File: src/rtl/mini_control_fsm.sv
// Multi-cycle control sequencer for the RV32I mini core: fetch, decode check, execute,
// shift wait, write-back and next-PC update, with a sticky halt on bad encodings or targets.
module mini_control_fsm #(
  parameter logic [31:0] RESET_PC = 32'h0000_0000,
  parameter int unsigned CNT_W    = 32
) (
  input  logic             clk,
  input  logic             resetn,
  output logic [31:0]      mem_addr,
  output logic             mem_rstrb,
  input  logic [31:0]      mem_rdata,
  input  logic             mem_rbusy,
  output logic [31:0]      instr,
  output logic [31:0]      pc,
  input  logic [31:0]      imm,
  input  logic [31:0]      alu_out,
  input  logic             alu_cond,
  input  logic             alu_busy,
  output logic             alu_start,
  output logic             wb_en,
  output logic [1:0]       wb_sel,
  output logic             halted,
  output logic             illegal,
  output logic             misaligned,
  output logic [CNT_W-1:0] instret
);

  localparam logic [31:0] NopInstr = 32'h0000_0013;

  localparam logic [4:0] OpAluReg = 5'b01100;
  localparam logic [4:0] OpAluImm = 5'b00100;
  localparam logic [4:0] OpLui    = 5'b01101;
  localparam logic [4:0] OpAuipc  = 5'b00101;
  localparam logic [4:0] OpJal    = 5'b11011;
  localparam logic [4:0] OpJalr   = 5'b11001;
  localparam logic [4:0] OpBranch = 5'b11000;

  typedef enum logic [2:0] {
    StFetchReq,
    StFetchWait,
    StDecode,
    StExecute,
    StWaitAlu,
    StWriteback,
    StHalt
  } state_e;

  state_e           state_q, state_d;
  logic [31:0]      pc_q, pc_d;
  logic [31:0]      instr_q, instr_d;
  logic [CNT_W-1:0] instret_q, instret_d;
  logic             illegal_q, illegal_d;
  logic             misaligned_q, misaligned_d;
  logic             mem_rstrb_q, mem_rstrb_d;
  logic             alu_start_q, alu_start_d;
  logic             wb_en_q, wb_en_d;
  logic [1:0]       wb_sel_q, wb_sel_d;
  logic             halted_q, halted_d;

  logic [4:0]  opcode;
  logic [2:0]  func3;
  logic        is_alu, is_jal, is_jalr, is_branch, is_lui, is_auipc;
  logic        legal, uses_alu, is_shift, writes_rd;
  logic [1:0]  sel_code;
  logic [31:0] pc_plus4, pc_plus_imm, next_pc;

  // Instruction classification from the latched word
  always_comb begin
    opcode    = instr_q[6:2];
    func3     = instr_q[14:12];
    is_alu    = (opcode == OpAluReg) || (opcode == OpAluImm);
    is_lui    = (opcode == OpLui);
    is_auipc  = (opcode == OpAuipc);
    is_jal    = (opcode == OpJal);
    is_jalr   = (opcode == OpJalr);
    is_branch = (opcode == OpBranch);
    legal     = (instr_q[1:0] == 2'b11) &&
                (is_alu || is_lui || is_auipc || is_jal || is_jalr || is_branch);
    uses_alu  = is_alu || is_jalr || is_branch;
    is_shift  = is_alu && ((func3 == 3'b001) || (func3 == 3'b101));
    writes_rd = legal && !is_branch && (instr_q[11:7] != 5'd0);

    if (is_lui) begin
      sel_code = 2'd1;
    end else if (is_jal || is_jalr) begin
      sel_code = 2'd2;
    end else if (is_auipc) begin
      sel_code = 2'd3;
    end else begin
      sel_code = 2'd0;
    end

    pc_plus4    = pc_q + 32'd4;
    pc_plus_imm = pc_q + imm;
    if (is_jal) begin
      next_pc = pc_plus_imm;
    end else if (is_jalr) begin
      next_pc = alu_out & 32'hFFFF_FFFE;
    end else if (is_branch) begin
      next_pc = alu_cond ? pc_plus_imm : pc_plus4;
    end else begin
      next_pc = pc_plus4;
    end
  end

  always_comb begin
    state_d      = state_q;
    pc_d         = pc_q;
    instr_d      = instr_q;
    instret_d    = instret_q;
    illegal_d    = illegal_q;
    misaligned_d = misaligned_q;

    unique case (state_q)
      // The first cycle after reset raises the strobe; we leave once it has been seen.
      StFetchReq: begin
        if (mem_rstrb_q) state_d = StFetchWait;
      end
      StFetchWait: begin
        if (!mem_rbusy) begin
          instr_d = mem_rdata;
          state_d = StDecode;
        end
      end
      StDecode: begin
        if (legal) begin
          state_d = StExecute;
        end else begin
          illegal_d = 1'b1;
          state_d   = StHalt;
        end
      end
      StExecute: begin
        state_d = is_shift ? StWaitAlu : StWriteback;
      end
      StWaitAlu: begin
        if (!alu_busy) state_d = StWriteback;
      end
      StWriteback: begin
        if (next_pc[1]) begin
          misaligned_d = 1'b1;
          state_d      = StHalt;
        end else begin
          pc_d      = next_pc;
          instret_d = instret_q + CNT_W'(1);
          state_d   = StFetchReq;
        end
      end
      StHalt: begin
        state_d = StHalt;
      end
      default: begin
        state_d = StHalt;
      end
    endcase

    // Strobes are registered off the upcoming state so each lasts exactly one cycle.
    mem_rstrb_d = (state_d == StFetchReq);
    alu_start_d = (state_d == StExecute) && uses_alu;
    wb_en_d     = (state_d == StWriteback) && writes_rd;
    wb_sel_d    = (state_d == StWriteback) ? sel_code : 2'd0;
    halted_d    = (state_d == StHalt);
  end

  always_ff @(posedge clk or negedge resetn) begin
    if (!resetn) begin
      state_q      <= StFetchReq;
      pc_q         <= RESET_PC;
      instr_q      <= NopInstr;
      instret_q    <= '0;
      illegal_q    <= 1'b0;
      misaligned_q <= 1'b0;
      mem_rstrb_q  <= 1'b0;
      alu_start_q  <= 1'b0;
      wb_en_q      <= 1'b0;
      wb_sel_q     <= 2'd0;
      halted_q     <= 1'b0;
    end else begin
      state_q      <= state_d;
      pc_q         <= pc_d;
      instr_q      <= instr_d;
      instret_q    <= instret_d;
      illegal_q    <= illegal_d;
      misaligned_q <= misaligned_d;
      mem_rstrb_q  <= mem_rstrb_d;
      alu_start_q  <= alu_start_d;
      wb_en_q      <= wb_en_d;
      wb_sel_q     <= wb_sel_d;
      halted_q     <= halted_d;
    end
  end

  assign mem_addr   = pc_q;
  assign pc         = pc_q;
  assign instr      = instr_q;
  assign instret    = instret_q;
  assign illegal    = illegal_q;
  assign misaligned = misaligned_q;
  assign mem_rstrb  = mem_rstrb_q;
  assign alu_start  = alu_start_q;
  assign wb_en      = wb_en_q;
  assign wb_sel     = wb_sel_q;
  assign halted     = halted_q;

endmodule

File: config.mk
export PLATFORM = sky130hd
export DESIGN_NAME = mini_control_fsm
export DESIGN_NICKNAME = d
export VERILOG_FILES = /design/src/rtl/mini_control_fsm.sv
export SDC_FILE = /design/constraint.sdc
export NUM_CORES = 1
export LEC_CHECK = 0
export ABC_CLOCK_PERIOD_IN_PS = 4400
export CORE_MARGIN = 2
export CORE_UTILIZATION = 45
export CTS_CLUSTER_SIZE = 8
export DETAILED_ROUTE_END_ITERATION = 10
export PLACE_DENSITY = 0.89
export SLEW_MARGIN = 25
export SYNTH_ARGS = -nofsm -noshare
export SYNTH_HDL_FRONTEND = slang
export SYNTH_SLANG_ARGS = --single-unit
File: constraint.sdc
create_clock -name clk -period 4.4 [get_ports clk]
set_input_delay 0.88 -clock clk [delete_from_list [all_inputs] [get_ports clk]]
set_output_delay 0.88 -clock clk [all_outputs]
set_load 0.05 [all_outputs]
==> results by group <==
Status
  • Status: finished clean

Floorplanning
  • Initial Util: 46.2%
  • Row count: between 40 and 50
  • Core area: 15900 um2
  • Top Ports: ~240
  • Die H: 132 um
  • Die area: 17400 um2
  • Die W: 132 um

Timing
  • Max-slew headroom: 31.6%
  • Final setup viols: 0
  • Max Transition Viols Final: 0
  • Total negative slack: 0 ns
  • Period utilization: 82.2%
  • Clk_skew: around 0.012 ns
  • Unrepaired setup endpoints after global routing: false
  • Worst hold slack: approximately 0.48 ns
  • Min Tclk post-route: 3.62 ns
  • Final Hold Viols: 0
  • Final worst slack: 0.782 ns
  • Max Clk Rate: 0.276 GHz
  • Worst slew pin tran: between 1 and 1.5 ns

Final layout
  • Layout area overhead: 35.1%
  • Fillers: between 1000 and 1500
  • Util after Layout: 62.4%
  • Layout cells sized above 1: under 10%
  • Multi-input logic area: about 4300 um2
  • Final antenna diode count: 0
  • Reg area: 2660 um2
  • Non-Filler Instances: 1231
  • Fin nets: 1144

Global routing
  • Remaining global-route overflow: 0
  • Vias in the first global route: 7005
  • Antenna violations before repair: 1
  • Tot GR Track Use: 26.3%
  • Pin count of the biggest net entering global routing: 87
  • Global-route wire length before repair: 37000 um

Power
  • Switching Power: 0.00357 W
  • LEAKAGE: 4.14 nW
  • Clock share of power: between 10% and 20%
  • Logic pwr share: a little over three fifths
  • Worst VDD drop: roughly 440 uV
  • Total internal power: between 0.003 and 0.004 W
  • Sw frac: roughly 52%
  • Seq pwr share: roughly 25%
  • Cell area power density: 686 nW/um2

Detailed routing
  • Initial DRT Pass Iterations: 5
  • Detail Route Antenna Nets: 0
  • 1st-iter DRT viols: 698
  • WL final: 23300 um
  • DR DRC count: 0
  • Routed len/inst: 18.9 um
  • Routed vias: 7323
  • Vias per Instance: 5.95

Synthesis
  • Ys async rst share: 100%
  • Number of synthesized flops with an enable pin: 0
  • Count of mapped cells out of synthesis: 815
  • Top FF cell, synth: dfrtp_1
  • Syn. warnings: 0
  • Sequential area share after synthesis: between 30% and 40%
  • Yosys cell types: 68
  • Mapped cell area: 7360 um2
  • Syn Area/Cell: 9.03 um2
  • FF+latch count, synth: 106

Clock tree
  • Hold_buf cts: 0
  • CTS buffer count: 9
  • Sink Count: approximately 110
  • CTS tree: yes
  • Clk slew on worst S/H paths: around 0.080 ns
  • Post-CTS sizing: 0
  • CTS Buffer Depth: 2
  • Post-CTS Setup Inserts: 0
  • Worst skew pair latency: 0.36 ns
  • Htree depth: 3
  • CTS Root Cell: clkbuf_16

Worst hold path
  • Path category of the worst min-delay check: reg -> reg
  • Hold Path Sink: instret[31]
  • HP Start: instret[31]
  • Hold Crit Depth: 1

Place
  • Final HPWL DP: 17300 um
  • Worst slack at placement: ~0.42 ns
  • Port Buf Inserts: roughly 230
  • Placed cell count: 1215
  • Placer Congestion: roughly 0.96

Critical path
  • Slowest-stage cell, CP: or4_4
  • RR Endpoint: mem_addr[23]
  • Setup slack on the worst flop-to-flop path: 1.27 ns
  • Critical path cell sequence: clkdlybuf4s50_1 > ha_1 > ha_1 > a21o_2 > a21oi_2 > o21a_1 > o211a_1 > or4_4 > and4b_1 > or4_1 > a31oi_1
  • CP required: roughly 4.7 ns
  • Worst R2R Path Depth: 9
  • Worst Path Arrival: roughly 4 ns
  • Critical path's largest stage delay: approximately 0.59 ns
  • Critical path startpoint category: input port
  • Critical path peak fanout: 6
  • Worst flop-to-flop path startpoint: mem_addr[10]
  • Most Frequent Cell on Critical Path: ha_1
  • Worst Path Class, Setup: in -> reg
  • Critical path capture point type: register

Job
  • Maxcap violations: 0
-- sequential cells by signal, summed over array words and instances (netlist names) --
name and flops:
alu_start 1, halted 1, illegal 1, instr 32, instret 32, mem_addr 31, mem_rstrb 1, misaligned 1
state_q 3, wb_en 1, wb_sel 2
-- per-stage QoR --
step | area [um2] | power, W
2_1_floorplan | 7360 | 0.00476
3_3_place_gp | 9660 | 0.00591
3_5_place_dp | 9670 | 0.00599
4_1_cts | 9950 | 0.00680
5_1_grt | 9950 | 0.00717
6_report | 9950 | 0.00682
-- cell usage after synthesis, types with 12 or more instances --
cell type | instances | share of area (%)
o21ai_0 | 52 | 3.5
nor2_1 | 55 | 2.8
mux2_2 | 33 | 5.0
o221ai_1 | 13 | 1.5
inv_1 | 15 | 0.76
a21oi_1 | 41 | 2.8
nand3_1 | 41 | 2.8
dfrtp_1 | 103 | 35
xor2_1 | 20 | 2.4
buf_4 | 33 | 3.4
ha_1 | 33 | 5.6
a21o_1 | 19 | 1.9
nor3_1 | 18 | 1.2
nand2_1 | 71 | 3.6
a31oi_1 | 12 | 1.0
xnor2_1 | 46 | 5.5
nand4_1 | 13 | 1.1
clkbuf_1 | 24 | 1.2
and3_1 | 22 | 1.9
-- worst max path at each step --
stage          startpoint            to  cells after the start
2_1_floorplan      imm[0]  mem_addr[30]                     10
3_3_place_gp       imm[0]  mem_addr[30]                     11
3_5_place_dp       imm[0]  mem_addr[30]                     11
4_1_cts            imm[0]  mem_addr[30]                     11
5_1_grt            imm[0]  mem_addr[30]                     11
6_report           imm[0]  mem_addr[30]                     11
-- cell type report --
cell class	instances	share of cell area [%]
multi-input combinational	634	42.9
sequential	106	26.7
timing repair buffer	244	24.3
tap	216	2.72
clock buffer	10	2.30
inverter	15	0.566
clock inverter	6	0.503
-- power by group through the flow --
| stage | Combinational, W | Sequential, W | Clock (W) |
|---|---|---|---|
| after floorplan | 0.00215 | 0.00261 | 0 |
| after global placement | 0.00419 | 0.00172 | 0 |
| after detailed placement | 0.00425 | 0.00174 | 0 |
| after CTS | 0.00428 | 0.00173 | 0.000800 |
| after global routing | 0.00455 | 0.00179 | 0.000837 |
| final | 0.00430 | 0.00173 | 0.000788 |
-- placed cells by master, fill, tap and decap left out, drive strengths merged, types with 22 or more instances in the layout --
master,synthesis,routed
and3,22,22
nand3,41,41
a21oi,42,42
mux2,33,33
o21ai,52,52
nand2,71,71
ha,33,33
dfrtp,103,103
nor2,55,55
xnor2,46,46
clkdlybuf4s50,0,232
-- worst max-delay path, delay by kind of cell --
family	cells	cell delay, ns
AOI/OAI and AO/OA	5	0.86
adders and majority gates	2	0.39
and+or+nand+nor	3	1.31
buffers and inverters	1	0.47
-- cell families after synthesis --
family / synth area share (%)
AOI/OAI and AO/OA: 19.5
xor gates and xnor gates: 7.85
adders and majority gates: 5.61
buffers and inverters: 6.03
DFF: 36.1
muxes: 5.59
other: 0.0509
and+or+nand+nor: 19.2
-- routing by layer --
| metal | part of all wire (%) | global-route usage (%) | vias to the layer above | wire (um) |
|---|---|---|---|---|
| li1 | - | - | 3388 | - |
| met1 | 40 | 33.9 | 3486 | 9360 |
| met2 | 49 | 44.8 | 408 | 11500 |
| met3 | 8.3 | 4.69 | 39 | 1930 |
| met4 | 2.1 | 8.39 | 2 | 481 |
| met5 | 0.047 | 0 | - | 11 |
(Power assumes the default switching activity.)
